<file path="config.mk">
export PLATFORM = sky130hd
export DESIGN_NAME = fb_rect_writer
export DESIGN_NICKNAME = d
export VERILOG_FILES = /design/src/rtl/fb_rect_writer_pkg.sv /design/src/rtl/fb_rect_writer.sv
export SDC_FILE = /design/constraint.sdc
export NUM_CORES = 1
export LEC_CHECK = 0
export CORE_ASPECT_RATIO = 1.75
export CORE_MARGIN = 3
export CORE_UTILIZATION = 63
export DETAILED_ROUTE_END_ITERATION = 16
export MAX_ROUTING_LAYER = met4
export PLACE_DENSITY = 0.87
export SETUP_SLACK_MARGIN = 0.2
export SYNTH_ARGS = -nofsm -noshare
export SYNTH_HDL_FRONTEND = slang
export SYNTH_SLANG_ARGS = --single-unit
</file>
<file path="constraint.sdc">
create_clock -name dclk -period 7.3 [get_ports dclk]
set_input_delay 1.46 -clock dclk [delete_from_list [all_inputs] [get_ports dclk]]
set_output_delay 1.46 -clock dclk [all_outputs]
set_load 0.05 [all_outputs]
</file>
<file path="src/rtl/fb_rect_writer_pkg.sv">
// fb_rect_writer_pkg: shared constants for the framebuffer rectangle writer.
// Holds the framebuffer size defaults, the FSM state encoding and the clip helper.
package fb_rect_writer_pkg;

    localparam int PX_WIDTH_DEF  = 160;
    localparam int PX_HEIGHT_DEF = 120;

    typedef enum logic [1:0] {
        ST_IDLE  = 2'd0,
        ST_SETUP = 2'd1,
        ST_FILL  = 2'd2,
        ST_DONE  = 2'd3
    } state_t;

    // Length of a run starting at pos that still fits below lim.
    function automatic logic [7:0] clip_len(
        input logic [7:0]  pos,
        input logic [7:0]  len,
        input logic [15:0] lim
    );
        logic [15:0] room;
        if (16'(pos) >= lim) begin
            return 8'd0;
        end
        room = lim - 16'(pos);
        return (16'(len) < room) ? len : 8'(room);
    endfunction

endpackage

</file>
<file path="src/rtl/fb_rect_writer.sv">
// fb_rect_writer: fills a rectangle of framebuffer cells with one colour code.
// Ports: dclk/clr (async active-high reset); cmd_valid/cmd_ready handshake with
//   cmd_x, cmd_y, cmd_w, cmd_h, cmd_code; write port wmemaddr/wmemdata/wmemwe;
//   status busy and one-cycle done pulse.
// Build option: define FB_CLIP_EN to clip rectangles to the framebuffer edges.
module fb_rect_writer
    import fb_rect_writer_pkg::*;
#(
    parameter int PX_WIDTH  = PX_WIDTH_DEF,
    parameter int PX_HEIGHT = PX_HEIGHT_DEF
) (
    input  logic        dclk,
    input  logic        clr,
    input  logic        cmd_valid,
    output logic        cmd_ready,
    input  logic [7:0]  cmd_x,
    input  logic [6:0]  cmd_y,
    input  logic [7:0]  cmd_w,
    input  logic [6:0]  cmd_h,
    input  logic [2:0]  cmd_code,
    output logic [15:0] wmemaddr,
    output logic [2:0]  wmemdata,
    output logic        wmemwe,
    output logic        busy,
    output logic        done
);

`ifdef FB_CLIP_EN
    localparam bit CLIP = 1'b1;
`else
    localparam bit CLIP = 1'b0;
`endif

    state_t      r_state;
    logic [7:0]  r_x;
    logic [6:0]  r_y;
    logic [7:0]  r_w;
    logic [6:0]  r_h;
    logic [2:0]  r_code;
    logic [7:0]  r_w_eff;
    logic [7:0]  r_h_eff;
    logic [7:0]  r_col;
    logic [7:0]  r_row;
    logic [15:0] r_rowbase;
    logic [15:0] r_wmemaddr;
    logic [2:0]  r_wmemdata;
    logic        r_wmemwe;
    logic        r_done;

    logic [7:0]  w_w_eff;
    logic [7:0]  w_h_eff;
    logic [15:0] w_base;
    logic [15:0] w_next_row;
    logic        w_row_end;
    logic        w_last_row;

    // Effective size from the latched command; constant-folded when clipping is off.
    assign w_w_eff = CLIP ? clip_len(r_x, r_w, 16'(PX_WIDTH))
                          : r_w;
    assign w_h_eff = CLIP ? clip_len({1'b0, r_y}, {1'b0, r_h}, 16'(PX_HEIGHT))
                          : {1'b0, r_h};

    // One-off multiply at setup; rows then advance by addition only.
    assign w_base     = 16'(r_y) * 16'(PX_WIDTH) + 16'(r_x);
    assign w_next_row = r_rowbase + 16'(PX_WIDTH);
    assign w_row_end  = (r_col == r_w_eff - 8'd1);
    assign w_last_row = (r_row == r_h_eff - 8'd1);

    always_ff @(posedge dclk or posedge clr) begin
        if (clr) begin
            r_state    <= ST_IDLE;
            r_x        <= '0;
            r_y        <= '0;
            r_w        <= '0;
            r_h        <= '0;
            r_code     <= '0;
            r_w_eff    <= '0;
            r_h_eff    <= '0;
            r_col      <= '0;
            r_row      <= '0;
            r_rowbase  <= '0;
            r_wmemaddr <= '0;
            r_wmemdata <= '0;
            r_wmemwe   <= 1'b0;
            r_done     <= 1'b0;
        end else begin
            case (r_state)
                ST_IDLE: begin
                    r_done   <= 1'b0;
                    r_wmemwe <= 1'b0;
                    if (cmd_valid) begin
                        r_x     <= cmd_x;
                        r_y     <= cmd_y;
                        r_w     <= cmd_w;
                        r_h     <= cmd_h;
                        r_code  <= cmd_code;
                        r_state <= ST_SETUP;
                    end
                end
                ST_SETUP: begin
                    r_w_eff   <= w_w_eff;
                    r_h_eff   <= w_h_eff;
                    r_col     <= '0;
                    r_row     <= '0;
                    r_rowbase <= w_base;
                    if (w_w_eff == 8'd0 || w_h_eff == 8'd0) begin
                        r_done  <= 1'b1;
                        r_state <= ST_DONE;
                    end else begin
                        // First write is presented on the cycle FILL is entered.
                        r_wmemwe   <= 1'b1;
                        r_wmemaddr <= w_base;
                        r_wmemdata <= r_code;
                        r_state    <= ST_FILL;
                    end
                end
                ST_FILL: begin
                    if (w_row_end) begin
                        if (w_last_row) begin
                            r_wmemwe <= 1'b0;
                            r_done   <= 1'b1;
                            r_state  <= ST_DONE;
                        end else begin
                            r_col      <= '0;
                            r_row      <= r_row + 8'd1;
                            r_rowbase  <= w_next_row;
                            r_wmemaddr <= w_next_row;
                        end
                    end else begin
                        r_col      <= r_col + 8'd1;
                        r_wmemaddr <= r_rowbase + 16'(r_col) + 16'd1;
                    end
                end
                ST_DONE: begin
                    r_done  <= 1'b0;
                    r_state <= ST_IDLE;
                end
                default: r_state <= ST_IDLE;
            endcase
        end
    end

    assign cmd_ready = (r_state == ST_IDLE) && !clr;
    assign busy      = (r_state != ST_IDLE);
    assign done      = r_done;
    assign wmemwe    = r_wmemwe;
    assign wmemaddr  = r_wmemaddr;
    assign wmemdata  = r_wmemdata;

endmodule

</file>
; After elaboration in Yosys (flattened, before gate mapping)
; Index checks and enable logic that the tools add are counted.
[op_classes]
n_eq_ne = 12
n_reduce_logical = 18
n_addsub = 8
n_mul = 1
bitwise_logic = 1
mux = 25
[op_table]
columns = cell, count
row1 = $mux 16, 4
row2 = $pmux 16 s2, 2
row3 = $mux 8, 4
row4 = $pmux 8 s2, 2
row5 = $add 15x8->16, 1
row6 = $add 16x1->16 const B, 1
row7 = $add 16x8->16, 1
row8 = $add 16x8->16 const B, 1
row9 = $add 8x1->8 const B, 2
row10 = $eq 8x8->1, 2
row11 = $logic_not 8->1, 2
row12 = $ne 2x2->1 const B, 6
row13 = $reduce_and 3->1, 4
row14 = $mul 7x3->10 const B, 1
row15 = $pmux 2 s4, 1
row16 = $sub 7x1->8 const B, 1
row17 = $sub 8x1->8 const B, 1
row18 = $mux 1, 7
row19 = $mux 2, 3
row20 = $pmux 1 s3, 2
row21 = $reduce_and 2->1, 3
row22 = $eq 2x2->1 const B, 2
row23 = $reduce_and 4->1, 1
row24 = $reduce_bool 2->1, 2
row25 = 9 further kinds, 9
[word_totals]
register_bits = 103
elab_cells = 80

; Depth between registers and ports, before layout
[logic_depth]
depth_word = 5
depth_mapped = 12

; Worst setup path after synthesis
; OpenSTA, ideal clock, no wires.
[synth_timing]
path_type = input to output
startpoint = input clr
endpoint = output cmd_ready
n_path_buf = 0
cell_stages = 1
arrival_time_ns = 2.105
slack_ns = 3.735
path_cell_list = nor2_1
[synth_between]
elab_chain_len = 2
[synth_rtl]
columns = item, line
row1 = start: declaration, fb_rect_writer.sv:13  ; input logic clr,
row2 = $logic_not 1->1, fb_rect_writer.sv:143  ; assign cmd_ready = (r_state == ST_IDLE) && !clr;
row3 = $logic_and 1x1->1, fb_rect_writer.sv:143
row4 = end: declaration, fb_rect_writer.sv:15  ; output logic cmd_ready,
; Every way passes these cells.

; Worst setup path after layout
; Same ends and word-level chain as after synthesis.

==> impl_results.md <==
* Clock Skew at slightly above 7 ps
* Cell area after layout at 0.00727 mm^2
* Clock root buffer: clkbuf_16
* 1st-pass router iterations at 5
* Clk pwr share at between 10% and 20%
* Reg2reg path depth at 7
* Min Hold Slack at 483 ps
* Initial Utilization at about two thirds
* Placed cell area at 0.00693 mm^2
* Clock-pin slew on the worst setup and hold paths at 70 ps
* Worst path cell trace: clkdlybuf4s50_1 -> nor2_1 -> clkdlybuf4s50_1
* Post-synth ARST share at 100%
* CP most frequent cell: clkdlybuf4s50_1
* Ys flop type: dfrtp_1
* Crit start category: input pin
* Cell Int Power at 2.13 mW
* CTS Buf Count at 9
* Status: finished, final reports clean
* Final ANT Viol Nets at 0
* Hold Crit Class: register to register
* Finished Layout Cells at 804
* GR Util met2 at 50.2%
* DPL Wire Length at 10.6 mm
* Crit path required time at between 5000 and 6000 ps
* Global placement routability congestion at 0.891
* Cell count after synthesis at ~630
* Final Cycle Share at between 50% and 60%
* Clock Path Buffers at 2
* Yosys reg bits at 103
* Reg2reg end: r_rowbase[6]
* GRT busiest layer: met2
* CP max stage delay at approximately 800 ps
* Combinational share of power at 58.2%
* Share of power burned in registers at 27.7%
* CTS Hold Bufs at 0
* TNS Setup at 0 ps
* Net Sw Power at 1.76 mW
* RR Startpoint: r_h_eff[0]
* Hold path endpoint: wmemaddr[15]
* Peak supply drop at between 0.3 and 0.4 mV
* Top Ports at 59
* Gr ovfl total at 0
* Period minus WS final at 4310 ps
* Most common cell after layout, fill and taps aside: dfrtp_1
* Final Max Tran Viols at 0
* Initial DRC count at 350
* Post-Place Setup Slack at 2980 ps
* Layout cells sized above 1 at 12.9%
* RSZ-0062 raised after global routing: no
* Post-synth EDFFs at 0
* Final Hold Viols at 0
* Mapped Nets at 698
* # setup viols final at 0
* Setup ws final at 2990 ps
* DRC viols at 0
* Met1 usage at 32.9%
* GR Util All Layers at 29.4%
* R2R setup slack at between 3000 and 4000 ps
* Hold path startpoint: wmemaddr[15]
* DP Cell Count at around 790
* Slowest-stage cell, CP: clkdlybuf4s50_1
* Chip height at ~140 um
* Diode count at 0
* Hold Path Stages at 2
* Grt met3 use at between 4 and 5%
* Fin util at between 70% and 80%
* Clock Latency Late Sink at 350 ps
* Core area at between 0.009 and 0.01 mm^2
* Least-Margin Pin Slew at just under 1000 ps
* Worst-path maximum fanout at 2
* Die width at 81.4 um
* Post-CTS resize count at 0
* H-tree levels at 3
* Row count at 47
* P_leak at 3.16 nW
* Port Buf Inserts at 58
* Vias in the first global route at 5099
* First-pass GRT wire length at between 20 and 25 mm
* WL/cell at 18.8 um
* CTS tree: done
* Clk sinks at 103
* Crit path DAT at between 2000 and 3000 ps
* Register area share after synthesis at just over 40%
* Switch share at between 40 and 50%
* Setup crit end kind: output port
* Nets@finish at 748
* Slew HR at 34.3%
* Area Growth Syn to Fin at 16.0%
* Synth Cell Area at 0.00627 mm^2
* Max-Cap Viols at 0
* Vias per inst at 6.39
* Design Power at between 3 and 4 mW
* Most used cells in the layout excluding fill and tap cells: 103 x dfrtp_1, 58 x clkdlybuf4s50_1, 57 x nand2_1
* Fmax at around 0.23 GHz
* Largest net degree at the start of global routing at 58
* Crit path kind: input pin to output port
* Pwr/cell area at around 530 mW/mm^2
* Post-synth cell types at 69
* Synth warn at 0
* Drt total wl at 15.1 mm
* Initial antenna violation count at 0
* Synthesized area per cell at between 9 and 10 um^2
* Die area at 0.0112 mm^2
* Via count at ~5k
* Post-CTS Setup Bufs at 0
[Yosys cell counts, types with 5 or more instances]
cell type	instances	share of area (%)
a211oi_1	8	0.96
a21o_1	11	1.3
a21oi_1	25	2.0
a31oi_1	5	0.50
clkbuf_1	17	1.0
dfrtp_1	103	41
ha_1	31	6.2
inv_1	31	1.9
mux2_2	53	9.5
mux2i_1	12	1.9
nand2_1	57	3.4
nand3_1	17	1.4
nor2_1	35	2.1
nor2b_1	7	0.70
nor3_1	14	1.1
nor4_1	5	0.50
o211ai_1	9	1.1
o21ai_0	33	2.6
o22ai_1	7	0.70
o31ai_1	12	1.4
or3_1	9	0.90
xnor2_1	26	3.6
xor2_1	12	1.7
[state kept, by name, indices dropped and copies added, names as in the netlist, 7 cells and up]
register,cells
wmemaddr,16
r_w,8
r_h_eff,7
r_col,8
r_h,7
r_rowbase,16
r_row,8
r_x,8
r_w_eff,8
r_y,7
[worst max-delay path, delay by kind of cell]
kind	cells	cell delay, ps
buf+inv	2	1280
simple gates	1	110
[kinds of logic after synthesis]
logic type / after synthesis / share of synthesized area (%)
fa+ha+maj: 34 / 7.15
mux: 65 / 11.4
simple gates: 173 / 13.4
xor+xnor: 38 / 5.31
compound gates: 158 / 17.8
flops: 103 / 41.1
buf+inv: 57 / 3.77
[routing by layer]
metal  routed length (um)  up-vias  part of all wire (%)
met1                 5720     2514                    38
met5                    0        -                     0
met2                 8040      171                    53
li1                     -     2402                     -
met3                  667       49                   4.4
met4                  669        0                   4.4
[power groups by stage]
stage               logic, mW  registers [mW]  clock network, mW
CTS                      2.26            1.07              0.548
floorplan                1.57            1.19                  0
global route             2.48            1.11              0.572
finish                   2.26            1.08              0.546
detailed placement       2.22            1.08                  0
global placement         2.14            1.06                  0
[layout make-up]
type                            instances  area (um^2)
Tap cell                              122          153
Inverter                               32          123
Timing Repair Buffer                   64          626
Sequential cell                       103         2580
Fill cell                             654         2320
Clock buffer                            9          225
Multi-Input combinational cell        468         3450
Clock inverter                          6          110
[worst max path at each step]
stage	start	to	slack, ps	depth (start not counted)
floorplan	clr	done	3140	1
global placement	clr	cmd_ready	3000	3
detailed placement	clr	cmd_ready	2980	3
CTS	clr	cmd_ready	2980	3
global route	clr	cmd_ready	2980	3
finish	clr	cmd_ready	2990	3
Note: power is estimated with default switching activity, not from simulation.
